===== config.mk =====
export PLATFORM = sky130hd
export DESIGN_NAME = frame_receiver
export DESIGN_NICKNAME = d
export VERILOG_FILES = /design/src/rtl/frame_receiver.sv
export SDC_FILE = /design/constraint.sdc
export NUM_CORES = 1
export LEC_CHECK = 0
export BUFFER_PORTS_ARGS = -buffer_cell sky130_fd_sc_hd__buf_4
export CORE_MARGIN = 4
export CORE_UTILIZATION = 40
export CTS_CLUSTER_SIZE = 12
export DETAILED_ROUTE_END_ITERATION = 10
export GPL_ROUTABILITY_DRIVEN = 0
export GPL_TIMING_DRIVEN = 0
export PLACE_DENSITY = 0.69
export REMOVE_ABC_BUFFERS = 1
export SKIP_LAST_GASP = 1
export SLEW_MARGIN = 20
export SYNTH_ARGS = -nofsm -noshare
export SYNTH_HDL_FRONTEND = slang
export SYNTH_SLANG_ARGS = --single-unit

===== constraint.sdc =====
create_clock -name rx_clk -period 2.6 [get_ports rx_clk]
set_input_delay 0.52 -clock rx_clk [delete_from_list [all_inputs] [get_ports rx_clk]]
set_output_delay 0.52 -clock rx_clk [all_outputs]
set_load 0.05 [all_outputs]

===== src/rtl/frame_receiver.sv =====
`default_nettype none
// ============================================================================
// Module      : frame_receiver
// Description : Receive-side parser for delay-test frames on the MAC RX
//               interface. It extracts the sequence number and the transmit
//               timestamp, computes the one-way delay against the local time
//               base, checks sequence continuity and keeps saturating
//               statistics counters.
// Revision    : 1.0 - initial release
// ============================================================================
module frame_receiver #(
    parameter logic [15:0] ETHERTYPE = 16'h88B5,
    parameter int          TS_WIDTH  = 32,
    parameter int          CNT_WIDTH = 16
) (
    input  logic                 rx_clk,
    input  logic                 reset,
    input  logic                 conf_rx_en,
    input  logic [TS_WIDTH-1:0]  cur_time,
    input  logic [7:0]           mac_rx_data,
    input  logic                 mac_rx_dvld,
    input  logic                 mac_rx_goodframe,
    input  logic                 mac_rx_badframe,
    output logic                 result_valid,
    output logic [15:0]          result_seq,
    output logic [TS_WIDTH-1:0]  result_delay,
    output logic [CNT_WIDTH-1:0] cnt_good,
    output logic [CNT_WIDTH-1:0] cnt_bad,
    output logic [CNT_WIDTH-1:0] cnt_ignored,
    output logic [CNT_WIDTH-1:0] cnt_seq_err
);

    typedef enum logic [2:0] {
        ST_IDLE        = 3'd0,
        ST_HDR         = 3'd1,
        ST_SEQ         = 3'd2,
        ST_TS          = 3'd3,
        ST_DRAIN       = 3'd4,
        ST_WAIT_STATUS = 3'd5,
        ST_DISCARD     = 3'd6
    } state_t;

    localparam logic [10:0] c_BYTE_ETYPE_HI = 11'd12;
    localparam logic [10:0] c_BYTE_ETYPE_LO = 11'd13;
    localparam logic [10:0] c_BYTE_SEQ_LAST = 11'd15;
    localparam logic [10:0] c_BYTE_TS_LAST  = 11'd19;

    state_t                r_state;
    logic [10:0]           r_byte_cnt;
    logic [7:0]            r_etype_hi;
    logic [15:0]           r_seq;
    logic [15:0]           r_seq_exp;
    logic                  r_seq_init;
    logic [TS_WIDTH-1:0]   r_rx_time;
    logic [TS_WIDTH-1:0]   r_tx_time;
    logic                  r_short;
    logic                  r_not_test;
    logic                  r_discard;

    logic [10:0]           w_byte_cnt_inc;

    function automatic logic [CNT_WIDTH-1:0] sat_inc(input logic [CNT_WIDTH-1:0] v);
        return (&v) ? v : v + {{(CNT_WIDTH-1){1'b0}}, 1'b1};
    endfunction

    // Byte index of the next byte; holds at 2047 on very long frames
    always_comb begin
        w_byte_cnt_inc = (&r_byte_cnt) ? r_byte_cnt : r_byte_cnt + 11'd1;
    end

    // Frame parser, status handling, result generation and statistics
    always_ff @(posedge rx_clk or negedge reset) begin
        if (!reset) begin
            r_state      <= ST_IDLE;
            r_byte_cnt   <= 11'd0;
            r_etype_hi   <= 8'd0;
            r_seq        <= 16'd0;
            r_seq_exp    <= 16'd0;
            r_seq_init   <= 1'b0;
            r_rx_time    <= '0;
            r_tx_time    <= '0;
            r_short      <= 1'b0;
            r_not_test   <= 1'b0;
            r_discard    <= 1'b0;
            result_valid <= 1'b0;
            result_seq   <= 16'd0;
            result_delay <= '0;
            cnt_good     <= '0;
            cnt_bad      <= '0;
            cnt_ignored  <= '0;
            cnt_seq_err  <= '0;
        end else begin
            result_valid <= 1'b0;
            case (r_state)
                ST_IDLE: begin
                    r_byte_cnt <= 11'd0;
                    if (mac_rx_dvld) begin
                        // Byte 0 is consumed here; the enable is only looked at now
                        r_rx_time  <= cur_time;
                        r_byte_cnt <= 11'd1;
                        r_short    <= 1'b0;
                        r_not_test <= 1'b0;
                        r_discard  <= !conf_rx_en;
                        r_state    <= conf_rx_en ? ST_HDR : ST_DISCARD;
                    end
                end

                ST_HDR: begin
                    if (mac_rx_dvld) begin
                        r_byte_cnt <= w_byte_cnt_inc;
                        if (r_byte_cnt == c_BYTE_ETYPE_HI) begin
                            r_etype_hi <= mac_rx_data;
                        end
                        if (r_byte_cnt == c_BYTE_ETYPE_LO) begin
                            if ({r_etype_hi, mac_rx_data} == ETHERTYPE) begin
                                r_state <= ST_SEQ;
                            end else begin
                                r_not_test <= 1'b1;
                                r_state    <= ST_DRAIN;
                            end
                        end
                    end else begin
                        r_short <= 1'b1;
                        r_state <= ST_WAIT_STATUS;
                    end
                end

                ST_SEQ: begin
                    if (mac_rx_dvld) begin
                        r_byte_cnt <= w_byte_cnt_inc;
                        r_seq      <= {r_seq[7:0], mac_rx_data};
                        if (r_byte_cnt == c_BYTE_SEQ_LAST) begin
                            r_state <= ST_TS;
                        end
                    end else begin
                        r_short <= 1'b1;
                        r_state <= ST_WAIT_STATUS;
                    end
                end

                ST_TS: begin
                    if (mac_rx_dvld) begin
                        r_byte_cnt <= w_byte_cnt_inc;
                        r_tx_time  <= {r_tx_time[TS_WIDTH-9:0], mac_rx_data};
                        if (r_byte_cnt == c_BYTE_TS_LAST) begin
                            r_state <= ST_DRAIN;
                        end
                    end else begin
                        r_short <= 1'b1;
                        r_state <= ST_WAIT_STATUS;
                    end
                end

                ST_DRAIN, ST_DISCARD: begin
                    // Payload past the timestamp is of no interest
                    if (mac_rx_dvld) begin
                        r_byte_cnt <= w_byte_cnt_inc;
                    end else begin
                        r_state <= ST_WAIT_STATUS;
                    end
                end

                ST_WAIT_STATUS: begin
                    if (mac_rx_badframe) begin
                        // Bad wins when both status pulses arrive together
                        if (!r_discard) begin
                            cnt_bad <= sat_inc(cnt_bad);
                        end
                        r_state <= ST_IDLE;
                    end else if (mac_rx_goodframe) begin
                        if (!r_discard) begin
                            if (r_short || r_not_test) begin
                                cnt_ignored <= sat_inc(cnt_ignored);
                            end else begin
                                cnt_good     <= sat_inc(cnt_good);
                                result_valid <= 1'b1;
                                result_seq   <= r_seq;
                                result_delay <= r_rx_time - r_tx_time;
                                if (r_seq_init && (r_seq != r_seq_exp)) begin
                                    cnt_seq_err <= sat_inc(cnt_seq_err);
                                end
                                r_seq_exp  <= r_seq + 16'd1;
                                r_seq_init <= 1'b1;
                            end
                        end
                        r_state <= ST_IDLE;
                    end else if (mac_rx_dvld) begin
                        // Status never came: abandon the old frame, this byte starts a new one
                        if (!r_discard) begin
                            cnt_ignored <= sat_inc(cnt_ignored);
                        end
                        r_rx_time  <= cur_time;
                        r_byte_cnt <= 11'd1;
                        r_short    <= 1'b0;
                        r_not_test <= 1'b0;
                        r_discard  <= !conf_rx_en;
                        r_state    <= conf_rx_en ? ST_HDR : ST_DISCARD;
                    end
                end

                default: begin
                    r_state <= ST_IDLE;
                end
            endcase
        end
    end

endmodule
`default_nettype wire


==> run_results.csv <==
group,metric,value,unit
cells_and_area,layout_common_cells,"232 x dfrtp_1, 196 x nand2_1, 174 x buf_4",
detailed_routing,drtIter0Drc,544,
setup_path,cp_slowest_stage_delay,0.41,ns
yosys,synth_top_area_share,49.43,%
setup_path,critPathKind,"flop to flop",
job,cap_viol_max_count,0,
cells_and_area,final_common_cell,"dfrtp_1",
detailed_routing,vias,9054,
floorplanning,die_h,180.5,microns
sta,fin_crit_sh,97.91,%
floorplanning,num_rows,62,
global_routing,track_usage,17.32,%
global_routing,antenna_found_initial,1,
sta,slew_violations,0,
cells_and_area,layout-drive-gt1-share,25.18,%
setup_path,crit_required,3.07,ns
global_routing,overflow,0,
setup_path,worstPathCellList,"ha_2 > fa_2 > nand2b_4 > a21oi_4 > o2111ai_4 > a21o_1 > a41o_1 > or4_1 > nand3_1",
place,dp_hpwl,19730,microns
detailed_routing,drt-total-wl,28710,microns
cts,numCtsBuffers,27,
cts,cts_buffer_depth,3,
cts,cts.sinks,235,
setup_path,reg2reg_depth,9,
global_routing,grt_max_degree,93,
run_status,status,"finished, final reports clean",
yosys,ys.flop_type,"dfrtp_1",
cells_and_area,nets,1428,
cts,clk_latency,0.54,ns
detailed_routing,routedWlPerCell,16.43,microns
sta,setup_viol,0,
global_routing,grt_pass1_wl,47500,microns
yosys,netlist_top_cells_area,"dfrtp_1 49%, mux2_2 6.5%, nand2_1 6.2%, xor2_1 4.9%, xnor2_1 4.3%",
floorplanning,start_util,41.01,%
detailed_routing,drtAntennaViolNets,0,
sta,clock_skew,0.01113,ns
setup_path,cp-end-kind,"flop",
setup_path,crit_cells,9,
setup_path,cp.buffers_inverters,0,
floorplanning,fp.dieW,180.5,microns
cts,cts_root_buffer,"clkbuf_16",
yosys,yosys_register_bits,235,
sta,fin_crit,2.546,ns
cells_and_area,final_cells,1748,
sta,max_slew_margin,42.46,%
detailed_routing,drt-vias-per-instance,5.180,
sta,max_freq,392.8,MHz
yosys,ys_warn_count,0,
place,port_buffers,158,
place,dp_cells,1676,
cts,cts.clk_slew.worst_paths,0.06,ns
setup_path,critical-path-top-delay-family,"compound AO/OA/AOI/OAI gates",
sta,rsz0062_at_grt,"true",
floorplanning,die_area,32570,sq um
power_and_ir_drop,p_per_area,1189,nW/um^2
detailed_routing,drc,0,
cells_and_area,post-route-util,50.96,%
power_and_ir_drop,ir_drop,0.9022,mV
sta,finalHoldViolations,0,
floorplanning,coreArea,29010,sq um
yosys,async_flop_share,100.0,%
setup_path,worstPathArrival,3.02,ns
cells_and_area,area_growth,24.27,%
yosys,synth_edf_count,0,
setup_path,crit_slowest_cell,"or4_1",
setup_path,crit_path_max_fanout,4,
yosys,syn-cell-area,11900,sq um
setup_path,worstSetupStartpointType,"flop",
floorplanning,num_io_pins,159,
sta,worst_slew_pin_slew,0.8622,ns
cells_and_area,fillerInstances,2668,
yosys,yosys.area.top_type,"dfrtp_1",
yosys,syn_inst,1181,
global_routing,grt_pass1_vias,9055,
yosys,ys_types,72,
yosys,post_synth.cell_area_avg,10.07,sq um
min_path,hold_path.class,"input pin to flop",
detailed_routing,firstDrtPassIters,5,
yosys,ys_seq_area_share,49.43,%
min_path,worstHoldPathCells,2,
cts,cts_tree,"done",
cts,cts_max_level,1,
power_and_ir_drop,p_leak,6.949,nW
[sequential cells by signal, summed over array words and instances, names as in the netlist, 3 cells and up]
name / count
r_tx_time: 32
r_seq: 16
result_seq: 16
result_delay: 32
cnt_seq_err: 16
r_byte_cnt: 11
r_state: 3
r_etype_hi: 8
cnt_ignored: 16
cnt_good: 16
cnt_bad: 16
r_rx_time: 32
r_seq_exp: 16
[per-stage QoR]
step / hold slack, ns / instance area [sq um] / setup slack, ns / setup TNS, ns / power (mW)
2_1_floorplan: 0.2244 / 11690 / -1.139 / -58.53 / 10.90
3_3_place_gp: 0.4625 / 13350 / -2.757 / -421.66 / 12.94
3_5_place_dp: 0.4611 / 13510 / -0.5389 / -11.58 / 13.13
4_1_cts: 0.1864 / 14650 / 0.003888 / 0 / 17.45
5_1_grt: 0.1933 / 14780 / -0.04970 / -0.1205 / 18.73
6_report: 0.2079 / 14790 / 0.05427 / 0 / 17.57
[routing by layer]
metal,vias up,global-route usage (%),wire length [microns]
met3,34,4.320,1784
li1,4435,-,-
met2,231,27.39,13130
met5,-,0,0
met1,4354,24.26,13300
met4,0,3.872,498
[synth_stat cells (all sizes together) (2+ instances only)]
cell type and count:
a41oi 3, mux2 69, mux2i 4, nor4b 5
a221oi 5, o221ai 2, nor2 60, ha 39
a21o 10, or2 3, inv 47, o21bai 4
or3 3, and4b 2, buf 3, and2 3
nand2b 9, a211oi 4, o21a 5, or4 2
and4 9, o2111ai 2, o31ai 5, a31oi 2
nand3 38, o21ai 90, nor3b 4, a21oi 38
xor2 66, nor4 8, nand2 199, dfrtp 235
o211ai 6, nor3 13, and3 10, clkbuf 49
a2111oi 2, nor2b 3, xnor2 59, a222oi 2
a21boi 5, nand4 32
[kinds of logic (layout without fill, tap and decap cells)]
kind of cell,Yosys count,in the layout,synth area share (%)
and+or+nand+nor,408,410,16.35
DFF,235,235,49.43
AOI/OAI and AO/OA,200,200,10.50
xor gates and xnor gates,125,125,9.202
buffers and inverters,100,279,3.386
muxes,73,73,6.867
adders and majority gates,40,40,4.270
other,0,2,0
[report_power, final]
group | total [mW] | switching [mW] | internal (mW)
combinational | 8.29 | 5.00 | 3.29
clock | 3.85 | 1.51 | 2.33
sequential | 5.43 | 0.821 | 4.61
total | 17.6 | 7.33 | 10.2
[repair_timing]
item / CTS / global route
pin swaps: 6 / 8
gates cloned: 3 / 0
buffers inserted: 10 / 7
endpoints found under the setup margin: 53 / 29
hold endpoints to repair: 52 / 0
hold buffers: 1 / 0
resized for setup: 17 / 17
[path summary, 6_finish.rpt]
path	from	endpoint	slack [ns]
min reg2reg	result_seq[9]	result_seq[9]	0.47
max in group asynchronous	reset	r_state[1]	1.27
max	r_tx_time[0]	result_delay[30]	0.05
min	cur_time[2]	r_rx_time[2]	0.21
min in group asynchronous	reset	r_rx_time[26]	0.48
max reg2reg	r_tx_time[0]	result_delay[30]	0.05
[layout make-up]
type	instances	area (sq um)	share of cell area, %
multi-input combinational	848	5796	39.20
clock buffer	38	797.0	5.391
timing repair buffer	182	1494	10.10
clock inverter	11	122.6	0.8293
tap	384	480.5	3.250
antenna	2	5.005	0.03385
sequential	235	5884	39.80
inverter	48	206.4	1.396
(Power assumes the default switching activity.)
